File: config.mk
export PLATFORM = sky130hd
export DESIGN_NAME = fifo_word_packer
export DESIGN_NICKNAME = d
export VERILOG_FILES = /design/src/rtl/fifo_pkg.sv /design/src/rtl/lane_reg.sv /design/src/rtl/fifo_word_packer.sv
export SDC_FILE = /design/constraint.sdc
export NUM_CORES = 1
export LEC_CHECK = 0
export ABC_AREA = 1
export ABC_CLOCK_PERIOD_IN_PS = 1900
export CAP_MARGIN = 20
export CORE_UTILIZATION = 35
export CTS_BUF_LIST = sky130_fd_sc_hd__clkbuf_4 sky130_fd_sc_hd__clkbuf_8 sky130_fd_sc_hd__clkbuf_16
export CTS_CLUSTER_DIAMETER = 50
export DETAILED_ROUTE_END_ITERATION = 6
export PLACE_DENSITY = 0.64
export SLEW_MARGIN = 15
export SYNTH_ARGS = -nofsm -noshare
export SYNTH_HDL_FRONTEND = slang
export SYNTH_SLANG_ARGS = --single-unit
File: constraint.sdc
create_clock -name clk -period 1.9 [get_ports clk]
set_input_delay 0.19 -clock clk [delete_from_list [all_inputs] [get_ports clk]]
set_output_delay 0.19 -clock clk [all_outputs]
set_load 0.01 [all_outputs]
File: src/rtl/fifo_pkg.sv
// Shared definitions for the byte-FIFO word packer.
// Default widths, FSM state encoding and lane-index width helper.
package fifo_pkg;

    localparam int DATA_W_DEF = 8;
    localparam int LANES_DEF  = 4;

    typedef enum logic {
        FILL = 1'b0,
        OUT  = 1'b1
    } state_t;

    function automatic int lane_idx_w(input int lanes);
        return $clog2(lanes);
    endfunction

    localparam int IDX_W = lane_idx_w(LANES_DEF);

endpackage

File: src/rtl/lane_reg.sv
// One byte lane of the packed output word.
// Ports: clk, reset_n (sync, active-low), clr, we, d -> q.
module lane_reg #(
    parameter int W = 8
) (
    input  logic         clk,
    input  logic         reset_n,
    input  logic         clr,
    input  logic         we,
    input  logic [W-1:0] d,
    output logic [W-1:0] q
);

    always_ff @(posedge clk) begin
        if (!reset_n || clr) begin
            q <= '0;
        end else if (we) begin
            q <= d;
        end
    end

endmodule

File: src/rtl/fifo_word_packer.sv
// Drains a byte FIFO and packs LANES bytes little-endian into a word.
// Ports: FIFO get/data/empty in, flush pulse, word valid/ready out.
module fifo_word_packer
    import fifo_pkg::*;
#(
    parameter int DATA_W = DATA_W_DEF,
    parameter int LANES  = LANES_DEF,
    parameter int WCNT_W = 16
) (
    input  logic                      clk,
    input  logic                      reset_n,
    input  logic                      fifo_empty,
    input  logic [DATA_W-1:0]         fifo_data,
    output logic                      fifo_get,
    input  logic                      flush,
    output logic [DATA_W*LANES-1:0]   word_data,
    output logic [LANES-1:0]          word_be,
    output logic                      word_last,
    output logic                      word_valid,
    input  logic                      word_ready,
    output logic [WCNT_W-1:0]         words_out
);

    localparam int IW = lane_idx_w(LANES);
    localparam int CW = IW + 1;
    localparam logic [CW-1:0] FULL = CW'(LANES);

    state_t            state_q;
    state_t            state_d;
    logic [CW-1:0]     issued_q;
    logic [CW-1:0]     idx_q;
    logic              pend_q;
    logic              flush_req_q;
    logic [LANES-1:0]  be_q;
    logic              last_q;
    logic [WCNT_W-1:0] cnt_q;

    logic              get;
    logic              cap;
    logic              full;
    logic              act;
    logic              flush_out;
    logic              accept;
    logic [CW-1:0]     idx_inc;
    logic [IW-1:0]     lane_sel;
    logic [LANES-1:0]  lane_we;

    // A flush is only acted on when no byte is in flight and none is
    // being requested this cycle, so no FIFO byte is ever dropped.
    // Reset gates the get so nothing is popped while held in reset.
    always_comb begin
        get = reset_n && (state_q == FILL) && !fifo_empty
              && (issued_q < FULL) && !flush_req_q;
        cap       = pend_q;
        idx_inc   = idx_q + CW'(1);
        full      = cap && (idx_inc == FULL);
        act       = (state_q == FILL) && !pend_q && !get
                    && (flush_req_q || flush);
        flush_out = act && (idx_q != '0);
        accept    = (state_q == OUT) && word_ready;
        lane_sel  = idx_q[IW-1:0];
        lane_we   = '0;
        for (int i = 0; i < LANES; i++) begin
            lane_we[i] = cap && (lane_sel == IW'(i));
        end
    end

    always_ff @(posedge clk) begin
        if (!reset_n) begin
            state_q <= FILL;
        end else begin
            state_q <= state_d;
        end
    end

    always_comb begin
        state_d = state_q;
        unique case (state_q)
            FILL: if (full || flush_out) state_d = OUT;
            OUT:  if (word_ready)        state_d = FILL;
        endcase
    end

    always_comb begin
        fifo_get   = get;
        word_valid = (state_q == OUT);
        word_last  = last_q;
        word_be    = be_q;
        words_out  = cnt_q;
    end

    always_ff @(posedge clk) begin
        if (!reset_n) begin
            issued_q    <= '0;
            idx_q       <= '0;
            pend_q      <= 1'b0;
            flush_req_q <= 1'b0;
            be_q        <= '0;
            last_q      <= 1'b0;
            cnt_q       <= '0;
        end else begin
            pend_q <= get;
            if (accept) begin
                issued_q    <= '0;
                idx_q       <= '0;
                be_q        <= '0;
                last_q      <= 1'b0;
                flush_req_q <= 1'b0;
                cnt_q       <= cnt_q + WCNT_W'(1);
            end else if (state_q == FILL) begin
                if (get) begin
                    issued_q <= issued_q + CW'(1);
                end
                if (cap) begin
                    idx_q <= idx_inc;
                    be_q  <= be_q | lane_we;
                end
                if (flush_out) begin
                    last_q <= 1'b1;
                end
                if (act) begin
                    flush_req_q <= 1'b0;
                end else if (flush) begin
                    flush_req_q <= 1'b1;
                end
            end
        end
    end

    for (genvar i = 0; i < LANES; i++) begin : g_lane
        lane_reg #(
            .W(DATA_W)
        ) u_lane (
            .clk     (clk),
            .reset_n (reset_n),
            .clr     (accept),
            .we      (lane_we[i]),
            .d       (fifo_data),
            .q       (word_data[i*DATA_W +: DATA_W])
        );
    end

endmodule

* After elaboration in Yosys (flattened, before gate mapping) *
Cells that the tools add are included.

storage, ports and cells
  logic and storage cells = 58
  input bits = 13
  flip-flop bits (word level) = 62
  output and inout bits = 55

cells by class
  multiplexer cells = 5
  $lt $le $gt $ge = 1
  equal/unequal tests = 4
  add/subtract/negate cells = 3
  bitwise operators = 3
  reductions and logical operators = 30

operators with widths
  cell                     count
  $add A16 B1 Y16 const B  1
  $logic_and A1 B1 Y1      14
  $reduce_and A2 Y1        4
  $add A3 B1 Y3 const B    2
  $logic_not A1 Y1         5
  $eq A2 B2 Y1 const B     2
  $mux W1                  4
  $or A4 B4 Y4             1
  $eq A3 B3 Y1 const B     1
  $logic_or A1 B1 Y1       3
  $lt A3 B3 Y1 const B     1
  $reduce_bool A3 Y1       1
  $eq A2 B1 Y1 const B     1
  $logic_not A2 Y1         1
  $not A1 Y1               2
  $pmux W1 S2              1
  $reduce_bool A2 Y1       1
  $reduce_or A2 Y1         1

* Logic depth before layout (Yosys ltp) *
  depth in word-level cells = 12
  mapped depth = 8
  mapped depth without buffers = 8

* Modules after synthesis *
A second synthesis with hierarchy kept.

unflattened totals
  cell total of the unflattened synthesis = 353
  area total of the unflattened synthesis = 2,625.0 um2

modules (own cells, without submodules)
  module            area an instance (um2)  cells an instance  seq. area each (um2)  times used
  fifo_word_packer  1,493.9                 209                600.6                 1
  lane_reg          282.8                   36                 160.2                 4

* Worst setup path before layout *
OpenSTA, ideal clock, no wires.

  kind = register to register
  start point = register cnt_q[1], in the netlist words_out[1]
  end point = register cnt_q[8], in the netlist words_out[8]
  setup time = 0.119 ns
  arrival = 1.178 ns
  clock period less this slack = 1.296 ns
  path slack = 0.604 ns
  cell stages (with the launch flop) = 7
  required time = 1.781 ns
  path through = dfxtp_1 ha_1 nand3_2 nor2_4 nand2_2 nor3b_1 nor2_1

between the ends
  cells in the longest elaborated chain, start to end = 1

RTL lines
  what                    RTL line                 source
  from (decl)             fifo_word_packer.sv:36   logic [WCNT_W-1:0] cnt_q;
  from (signal assigned)  fifo_word_packer.sv:109  cnt_q <= cnt_q + WCNT_W'(1);
  $add A16 B1 Y16         fifo_word_packer.sv:109

Every way passes these cells.
A chain may end at the register's enable or synchronous reset.

* Final worst setup path *
  start point = register state_q, in the netlist word_valid
  end point = output port fifo_get

between the ends
  cells in the longest elaborated chain, start to end = 5

RTL lines
  what                              RTL line                source
  from (decl)                       fifo_word_packer.sv:28  state_t state_q;
  from (signal assigned)            fifo_word_packer.sv:72  state_q <= state_d;
  $not A1 Y1 (no source line)       -
  $logic_and A1 B1 Y1 (2 in a row)  fifo_word_packer.sv:52  get = reset_n && (state_q == FILL) && !fifo_empty
  $logic_and A1 B1 Y1 (2 in a row)  fifo_word_packer.sv:53  && (issued_q < FULL) && !flush_req_q;
  to (decl)                         fifo_word_packer.sv:14  output logic fifo_get,

Every way passes these cells.

==> results.md <==
- The area added between synthesis and finish is 39.5%.
- During synthesis, Yosys emitted a total of 0 warnings.
- The via count is around 2300.
- For this design, the CTS-stage hold fixing added 0 buffers.
- From left edge to right edge, the die measures between 80 and 90 um.
- The clock latency on the worst-skew pair is approximately 330 ps.
- The worst-case hold path end point is word_be[2]$_SDFFE_PP0P_.
- The main combinational cell family by area after synthesis is simple AND/OR/NAND/NOR gates.
- No sink is reached through more buffers than the 2 on the longest clock path.
- After Yosys synthesis, XOR and XNOR cells account for less than 1% of the synthesized area.
- The switching power as a share of total power is 23.7%.
- For this design the static power due to leakage is 1.31 nW.
- Wire segments on met3 add up to 334 um in the final route.
- For this run, the top clock speed supported by timing is around 560 MHz.
- STA classifies the critical path startpoint as a flop.
- The number of max-slew violations in the final report is 0.
- For this run, asynchronously set or reset flops after synthesis account for 0%.
- The highest metal layer used by the detailed router is met4.
- The number of placement rows is 30.
- The stage delay of the slowest cell on the critical path is 530 ps.
- In the final routing, the length of wire on met1 measures 2.78 mm.
- The total count of hold-check failures in the final report is 0.
- The detail-routed net length per standard cell is roughly 12 um.
- The number of instances on the worst hold path is 2.
- The first TritonRoute pass finished after 4 iterations.
- The sequential cell fraction of total power is 47.1%.
- The worst path uses 94.3% of the clock period.
- The area share of and/or/nand/nor cells after synthesis is a little over a quarter.
- The number of cells on the worst reg-to-reg path is 6.
- The clock share of power is between 40% and 50%.
- In the synthesized netlist, the cells that appear most often are 101 x sky130_fd_sc_hd__nand2_1, 62 x sky130_fd_sc_hd__dfxtp_1, 41 x sky130_fd_sc_hd__a21oi_1.
- Among all cell types in the netlist, the one instantiated most often is sky130_fd_sc_hd__nand2_1.
- The core utilization of the finished layout is between 50% and 60%.
- The initial antenna violation count is 0.
- The total negative slack is 0 ps.
- The number of buffers added by the clock tree synthesis step is 9.
- The startpoint identified for the worst register-to-register timing path is idx_q[0]$_SDFFE_PP0P_.
- The count of buffering cells on the critical path with inverters included is 3.
- The y dimension of the die is approximately 88 um.
- The tightest min-delay check is of the reg2reg type.
- For this run the aggregate overflow at the end of global routing stands at 0.
- The synthesized netlist devotes 14.5% of its cell area to compound gates.
- The first global-routing pass estimated around 10 mm of wire.
- Sorting the synthesized cells by area gives the leading types as sky130_fd_sc_hd__dfxtp_1 48%, sky130_fd_sc_hd__nand2_1 15%, sky130_fd_sc_hd__a21oi_1 7.9%.
- The clock tree synthesis step divided the H-tree into 3 levels.
- For the pin with the worst max-slew slack, the measured transition is slightly above 300 ps.
- The adder and majority gate portion of the synthesized area is 3.38%.
- The startpoint identified for the worst hold timing path is word_be[2]$_SDFFE_PP0P_.
- The synthesized design spends more area on one cell type than any other, namely sky130_fd_sc_hd__dfxtp_1.
- The die covers between 7000 and 8000 um^2.
- For this run, the post-layout net count is approximately 430.
- The distinct cell type count of the synthesized netlist is 26.
- Setup repair after global routing left no endpoint under its margin.
- Detailed routing placed a total of around 2.8 mm of wire on met2.
- The worst path arrival time is between 1500 and 2000 ps.
- The remaining max-slew budget at the tightest pin is 79.4%.
- After floorplanning, the core was sized to cover between 6000 and 7000 um^2.
- The slowest stage of the critical path belongs to the cell sky130_fd_sc_hd__clkdlybuf4s50_1.
- The post-route netlist has between 10% and 20% of its cells at a drive strength greater than 1.
- The clock transition time at the flip-flop clock pins of the worst setup and hold paths is ~70 ps.
- Post-CTS repair changed the size of 0 cells.
- The count of final setup violators is 0.
- The capturing element type of the critical path is an output pin.
- In this run, synthesis produced a sequential element count of 62.
- The setup slack on the worst flop-to-flop path is between 300 and 400 ps.
- After synthesis the cells add up to 2590 um^2.
- CTS saw 62 sinks.
- The count of flip-flops with a built-in enable after synthesis is 0.
- The kind of cell with the highest combined delay on the critical path is buffers and inverters.
- The count of inserted antenna diode cells is 0.
- The clock tree root buffer cell is sky130_fd_sc_hd__clkbuf_8.
- The tool flagged a number of max-cap violations equal to 0.
- The peak supply drop is between 400 and 500 uV.
- The classification of the worst setup path is reg2out.
- Once detail routing completed, the nets flagged for antenna violations numbered 0.
- Synthesis produced about 340 cells.
- The total routed wirelength is around 6.0 mm.
- The flow ran to the end, and the final reports show no timing, DRC or antenna violations.
- The largest fanout of any net on the critical path is 6.
- The via count of the first global-routing pass is 2226.
- Counting every net in the synthesized netlist gives roughly 360.
- The via density per instance is roughly 4.5.
- The internal portion of the total power is about 0.0022 W.
- Pin placement for this block handled 68 I/O pins.
- The placed wire-length estimate after detailed placement is ~4.5 mm.
- The count of input and output buffers is 67.
- The clock tree from TritonCTS is built.
- The switching power of the nets is ~0.00069 W.
- After detailed routing, the number of remaining DRC violations is 0.
- After synthesis, the mean cell area works out to 7.71 um^2.
- The initial cell density of the core is between 30% and 40%.
- In this run the biggest area consumer among cell types represents a little under half of the synthesized area.
- The post-route minimum period is around 1800 ps.
- For this block, the initial DRC count from the detailed router was between 100 and 150.
- The portion of synthesized area spent on multiplexers is 0%.
- The combinational share of power is under 10%.
- For this run, the leading register cell type out of synthesis is sky130_fd_sc_hd__dfxtp_1.
- The clock arrives with approximately 7.1 ps of skew.
- In this run the critical register-to-register path is captured at word_be[0]$_SDFFE_PP0P_.
- In the global route stage, overall resource usage came out at 16.8%.
- The pin count of the biggest net entering global routing is 23.
- Data on the critical path is required at its endpoint by around 1700 ps.
- The critical path runs through a total of 4 cells.
- After clock tree synthesis, the setup repair step added 0 buffers.
- Traced cell by cell, the critical path runs through inv_1 -> nand3_2 -> inv_2 -> clkdlybuf4s50_1.
- Power spread over the standard cell area amounts to roughly 800 nW/um^2.
- For this run, the register share of the synthesized area comes to 47.9%.
- The final weighted congestion in routability-driven placement is around 0.8.
[layout by cell type, fill, tap and decap left out, types with 2 or more instances in the layout]
cell type,instances
sky130_fd_sc_hd__o21bai_2,2
sky130_fd_sc_hd__nand4_1,8
sky130_fd_sc_hd__nor2_1,34
sky130_fd_sc_hd__a21oi_2,10
sky130_fd_sc_hd__nand2_2,5
sky130_fd_sc_hd__clkinv_2,2
sky130_fd_sc_hd__dfxtp_1,62
sky130_fd_sc_hd__nand2_1,101
sky130_fd_sc_hd__o21ai_0,9
sky130_fd_sc_hd__nor2_4,3
sky130_fd_sc_hd__clkbuf_8,9
sky130_fd_sc_hd__inv_1,30
sky130_fd_sc_hd__buf_4,5
sky130_fd_sc_hd__a21oi_1,41
sky130_fd_sc_hd__nand3_2,2
sky130_fd_sc_hd__clkdlybuf4s50_1,67
sky130_fd_sc_hd__inv_2,4
sky130_fd_sc_hd__bufinv_16,2
sky130_fd_sc_hd__ha_1,7
sky130_fd_sc_hd__nand3_1,3
[worst register-to-register path, stage by stage (launching register included)]
cell and delay [ps]:
sky130_fd_sc_hd__dfxtp_1 390, sky130_fd_sc_hd__inv_1 110, sky130_fd_sc_hd__ha_1 240, sky130_fd_sc_hd__nand2_2 170, sky130_fd_sc_hd__clkinv_1 270, sky130_fd_sc_hd__a21oi_1 200, sky130_fd_sc_hd__nor2_1 40
[state kept, by name (all words and copies together), names as in the netlist]
name	cells
g_lane.u_lane.q	32
words_out	16
word_be	4
idx_q	3
issued_q	3
cap	1
flush_req_q	1
word_last	1
word_valid	1
[worst max-delay path by stage]
stage,from,endpoint,slack (ps)
2_1_floorplan,words_out[1]$_SDFFE_PN0P_,words_out[8]$_SDFFE_PN0P_,600
3_3_place_gp,reset_n,fifo_get,160
3_5_place_dp,reset_n,fifo_get,160
4_1_cts,word_valid$_SDFF_PN0_,fifo_get,80
5_1_grt,word_valid$_SDFF_PN0_,fifo_get,20
6_report,word_valid$_SDFF_PN0_,fifo_get,110
[final cells by class]
class / instances / area (um^2)
Sequential cell: 62 / 1240
Clock buffer: 10 / 131
Inverter: 36 / 138
Fill cell: 710 / 3370
Clock inverter: 6 / 86.3
Timing Repair Buffer: 73 / 728
Multi-Input combinational cell: 232 / 1170
Tap cell: 96 / 120
[through the flow]
step                setup slack [ps]  hold slack, ps  std cells  power (W)  area [um^2]
global route                    18.1             483        515    0.00302         3610
CTS                             84.4             454        515    0.00293         3610
global placement                 157             438        499    0.00166         3400
finish                           109             450        515    0.00290         3610
floorplan                        604             328        336    0.00153         2590
detailed placement               158             443        499    0.00167         3400
[layer usage]
| metal | global-route usage [%] | vias to the layer above |
|---|---|---|
| met5 | 0 | - |
| met1 | 20.1 | 1049 |
| met2 | 28.5 | 62 |
| met4 | 5.13 | 0 |
| li1 | - | 1226 |
| met3 | 5.84 | 6 |
[power by group through the flow]
stage / Combinational (W) / Clock, W / Sequential (W)
finish: 0.000268 / 0.00126 / 0.00137
global route: 0.000297 / 0.00135 / 0.00137
CTS: 0.000271 / 0.00130 / 0.00137
detailed placement: 0.000270 / 0 / 0.00140
global placement: 0.000267 / 0 / 0.00139
floorplan: 0.000133 / 0 / 0.00140
[cell families (layout without fill, tap and decap cells)]
logic type | Yosys count | after routing
and+or+nand+nor | 160 | 160
adders and majority gates | 7 | 7
AOI/OAI and AO/OA | 64 | 64
DFF | 62 | 62
xor gates and xnor gates | 1 | 1
buffers and inverters | 42 | 125
No activity file was read; power rests on OpenSTA's default activity.
==> RTL edit 1 (same settings) <==
Reset style: asynchronous (`reset_n`), changed in 2 clocked blocks.
--- a/src/rtl/fifo_word_packer.sv
+++ b/src/rtl/fifo_word_packer.sv
@@ -65,7 +65,7 @@
         end
     end
 
-    always_ff @(posedge clk) begin
+    always_ff @(posedge clk or negedge reset_n) begin
         if (!reset_n) begin
             state_q <= FILL;
         end else begin
@@ -89,7 +89,7 @@
         words_out  = cnt_q;
     end
 
-    always_ff @(posedge clk) begin
+    always_ff @(posedge clk or negedge reset_n) begin
         if (!reset_n) begin
             issued_q    <= '0;
             idx_q       <= '0;
Behaviour: differs if reset_n is asserted again (counterexample within 4 cycles, from zero or initial values and one cycle with reset_n low); with reset_n held inactive, the same outputs for 10 cycles.
==> RTL edit 1 against the original RTL <==
Setup slack better by 220 ps; fmax up 14%; wire length down 0.77%; critical path type unchanged; sequential cell count unchanged; critical path depth down 2; final area down 1.9%; critical endpoint is now word_valid; highest routed layer unchanged; area after synthesis down 1.1%.
Power is not compared: it rests on default switching activity, and its combinational part moved more than twofold at a synthesized area within 25%.
==> RTL edit 1: results (changes against the original RTL) <==
Layout fillers: 666 (was 710)
Slew @ Worst Pin: 387 ps (was 308 ps)
layout cell share with drive strength beyond 1: 0.0799 (was 0.124)
ys async rst share: 0.484 (was 0)
Reg2Reg Setup Slack: 350 ps (was 390 ps)
Initial DRC Count: 66 (was 108)
Seq/Total Area, Yosys: 0.543 (was 0.479)
adder-cell area share of the yosys netlist: 0.0342 (was 0.0338)
DR WL/cell: 12.3 um (was 11.6 um)
CP Launch Point: word_valid (unchanged)
pin count of the biggest net entering global routing: 33 (was 23)
Final Wtd Congestion: 0.783 (was 0.824)
HPWL Detailed: 4290 um (was 4510 um)
outcome: finished, final reports clean (unchanged)
Worst Path Arrival: 1380 ps (was 1600 ps)
syn_nets: 325 (was 356)
via count: 2196 (was 2343)
DP Area: 3370 um^2 (was 3400 um^2)
Synth area leaders: dfrtp_1 (29%), dfxtp_1 (25%), nand2_1 (16%) (was dfxtp_1 (48%), nand2_1 (15%), a21oi_1 (7.9%))
R2R Path Start: idx_q[0] (unchanged)
r2r endpoint: g_lane[2].u_lane.q[2] (was word_be[0])
first-pass GRT wire length: 9890 um (was 10100 um)
Post-Place Cells: 469 (was 499)
XOR/XNOR share of the synthesized area: 0.0376 (was 0.00338)
nets@finish: 404 (was 434)
[RTL edit 1: stage by stage]
stage,utilization,worst slack [ps]
finish,0.510,333
global route,0.510,180
CTS,0.510,66.3
detailed placement,0.485,194
global placement,0.485,227
floorplan,-,670
[RTL edit 1: timing repair]
item,CTS,global route
setup buffers,0,0
setup endpoints to repair,0,1
resized for setup,0,1
[RTL edit 1: cell families (layout without fill, tap and decap cells)]
group                      count (synthesis)  count (layout)
and+or+nand+nor                          145             145
buffers and inverters                     35             118
xor gates and xnor gates                  11              11
AOI/OAI and AO/OA                         45              45
adders and majority gates                  7               7
DFF                                       62              62
[RTL edit 1: worst min path at each step]
stage,from,to,slack (ps),cells past startpoint
floorplan,reset_n,cap,-110,0
global placement,g_lane[0].u_lane.q[0],g_lane[0].u_lane.q[0],450,2
detailed placement,g_lane[0].u_lane.q[0],g_lane[0].u_lane.q[0],460,2
CTS,reset_n,idx_q[0],290,2
global route,reset_n,idx_q[0],310,2
finish,reset_n,idx_q[0],290,2
[RTL edit 1: power groups by stage]
stage	registers [mW]	logic [mW]	clock network (mW)
4_1_cts	1.66	0.927	1.05
5_1_grt	1.69	1.05	1.11
3_3_place_gp	1.68	0.906	0
3_5_place_dp	1.69	0.920	0
6_report	1.66	0.916	1.02
2_1_floorplan	1.72	0.430	0
[RTL edit 1: final cells by class]
cell class	count	area, um^2	share of cell area
sequential	62	1390	0.393
multi-input combinational	208	1030	0.290
timing repair buffer	73	718	0.203
clock buffer	11	151	0.0427
tap	96	120	0.0339
inverter	30	113	0.0318
clock inverter	4	21.3	0.00600
[RTL edit 1: routing by layer]
| layer | vias to the layer above | GRT usage | wire [um] | part of all wire |
|---|---|---|---|---|
| met5 | - | 0 | 0 | 0 |
| li1 | 1117 | - | - | - |
| met3 | 2 | 0.0820 | 510 | 0.086 |
| met2 | 73 | 0.259 | 2700 | 0.45 |
| met4 | 0 | 0.0447 | 24 | 0.0040 |
| met1 | 1004 | 0.219 | 2710 | 0.46 |
==> RTL edit 2 (same flow settings) <==
Made on the original files. Change the package constant `LANES_DEF` from 4 to 8.
--- a/src/rtl/fifo_pkg.sv
+++ b/src/rtl/fifo_pkg.sv
@@ -3,7 +3,7 @@
 package fifo_pkg;
 
     localparam int DATA_W_DEF = 8;
-    localparam int LANES_DEF  = 4;
+    localparam int LANES_DEF  = 8;
 
     typedef enum logic {
         FILL = 1'b0,
Ports: changed (resized word_be and word_data); port bits go from 68 to 104. No check against the original RTL was run, so the function may have changed too.
==> RTL edit 2 against the original RTL <==
Area after synthesis is 53% higher; clock skew is 1.3 ps lower; power is 55% higher; die area is 52% higher; wire length is 69% higher; final area is 51% higher; first-iteration DRC count is 37% higher; non-clock buffer count is 41 higher; setup slack better by 1.9 ps; sequential cell count is 38 higher.
==> RTL edit 2: results (changes against the original RTL) <==
H-tree depth: 3 (unchanged)
hold path depth: 2 (unchanged)
Final ANT Viol Nets: 0 (unchanged)
syn_nets: 527 (was 356)
via count: 3578 (was 2343)
DP Area: 5150 um^2 (was 3400 um^2)
worst hold path type: reg2reg (unchanged)
clk_skew: 5.90 ps (was 7.15 ps)
pin count of the biggest net entering global routing: 52 (was 23)
Netlist cell types: 29 (was 26)
Final Wtd Congestion: 0.781 (was 0.824)
drt first pass iters: 4 (unchanged)
layout cell share with drive strength beyond 1: 0.0711 (was 0.124)
postcts setup bufs: 0 (unchanged)
CTS Root Cell: clkbuf_16 (was clkbuf_8)
Worst R2R Path Depth: 6 (unchanged)
# diodes: 0 (unchanged)
Synth area leaders: dfxtp_1 (51%), a21oi_1 (10%), inv_1 (7.8%) (was dfxtp_1 (48%), nand2_1 (15%), a21oi_1 (7.9%))
DR WL/cell: 13.4 um (was 11.6 um)
max reg flops: 64 (was 32)
Reg clk slew, reported paths: 70 ps (about the same)
gr usage total: 0.174 (was 0.168)
HPWL Detailed: 7160 um (was 4510 um)
Initial DRC Count: 148 (was 108)
first-pass GRT wire length: 15700 um (was 10100 um)
Layout fillers: 1097 (was 710)
Seq/Total Area, Yosys: 0.506 (was 0.479)
Commonest cells post-synth: dfxtp_1 (100), a21oi_1 (82), inv_1 (82) (was nand2_1 (101), dfxtp_1 (62), a21oi_1 (41))
post-cts sizing count: 0 (unchanged)
largest reg by FF count: g_lane.u_lane.q (unchanged)
nets@finish: 636 (was 434)
Synth Flop Type: dfxtp_1 (unchanged)
worst-case clock buffer depth: 2 (unchanged)
maximum vdd drop: 403 uV (was 464 uV)
outcome: finished, final reports clean (unchanged)
number of global-route vias before repair: 3243 (was 2226)
Num CTS Buffers: 9 (unchanged)
initial antenna violation count: 0 (unchanged)
Reg2Reg Setup Slack: 270 ps (was 390 ps)
Ys Warns: 0 (unchanged)
ys async rst share: 0 (unchanged)
Worst Path Arrival: 1600 ps (about the same)
Leak: 1.94 nW (was 1.31 nW)
clk_lat worst skew: 340 ps
crit-path max FO: 7 (was 6)
Slew HR: 0.664 (was 0.794)
Buffers on Ports: 103 (was 67)
==> RTL edit 2: cell families after synthesis <==
kind of cell | Yosys count | synth area share
flops | 100 | 0.506
fa+ha+maj | 9 | 0.0284
compound gates | 151 | 0.194
simple gates | 142 | 0.161
buf+inv | 103 | 0.111
==> RTL edit 2: routing by layer <==
layer	up-vias	GRT usage	share of wire
li1	1862	-	-
met1	1595	0.218	0.48
met2	108	0.294	0.45
met3	13	0.0259	0.053
met4	0	0.0792	0.017
met5	-	0	0
==> RTL edit 2: power breakdown <==
group          switching, mW  leakage (nW)  internal, mW
Combinational          0.252         0.993         0.194
Clock                  0.813         0.138          1.03
Sequential            0.0471         0.809          2.16
Total                   1.11          1.94          3.38
==> RTL edit 2: area by class of cell <==
type | count | area [um^2] | share of cell area
sequential | 100 | 2000 | 0.367
multi-input combinational | 302 | 1530 | 0.280
timing repair buffer | 114 | 1130 | 0.206
clock buffer | 9 | 225 | 0.0412
tap | 140 | 175 | 0.0321
inverter | 87 | 329 | 0.0603
clock inverter | 7 | 75.1 | 0.0137
==> RTL edit 2: critical path, stage by stage, from the launching register on <==
cell and delay (ps):
dfxtp_1 400, inv_2 150, nand3_2 90, inv_1 70, clkdlybuf4s50_1 540
==> RTL edit 2: path summary, 6_finish.rpt <==
path,startpoint,to
worst max-delay path,word_valid,fifo_get
worst min-delay path,g_lane[5].u_lane.q[0],g_lane[5].u_lane.q[0]
worst max register to register,idx_q[0],word_be[3]
worst min register to register,g_lane[5].u_lane.q[0],g_lane[5].u_lane.q[0]
==> RTL edit 2: stage by stage <==
| step | power, mW | hold slack, ps | worst slack (ps) | std cells |
|---|---|---|---|---|
| floorplan | 2.49 | 338 | 489 | 505 |
| global placement | 2.68 | 430 | 195 | 743 |
| detailed placement | 2.70 | 434 | 178 | 743 |
| CTS | 4.54 | 444 | 20.3 | 759 |
| global route | 4.67 | 458 | 38.6 | 759 |
| finish | 4.49 | 443 | 111 | 759 |
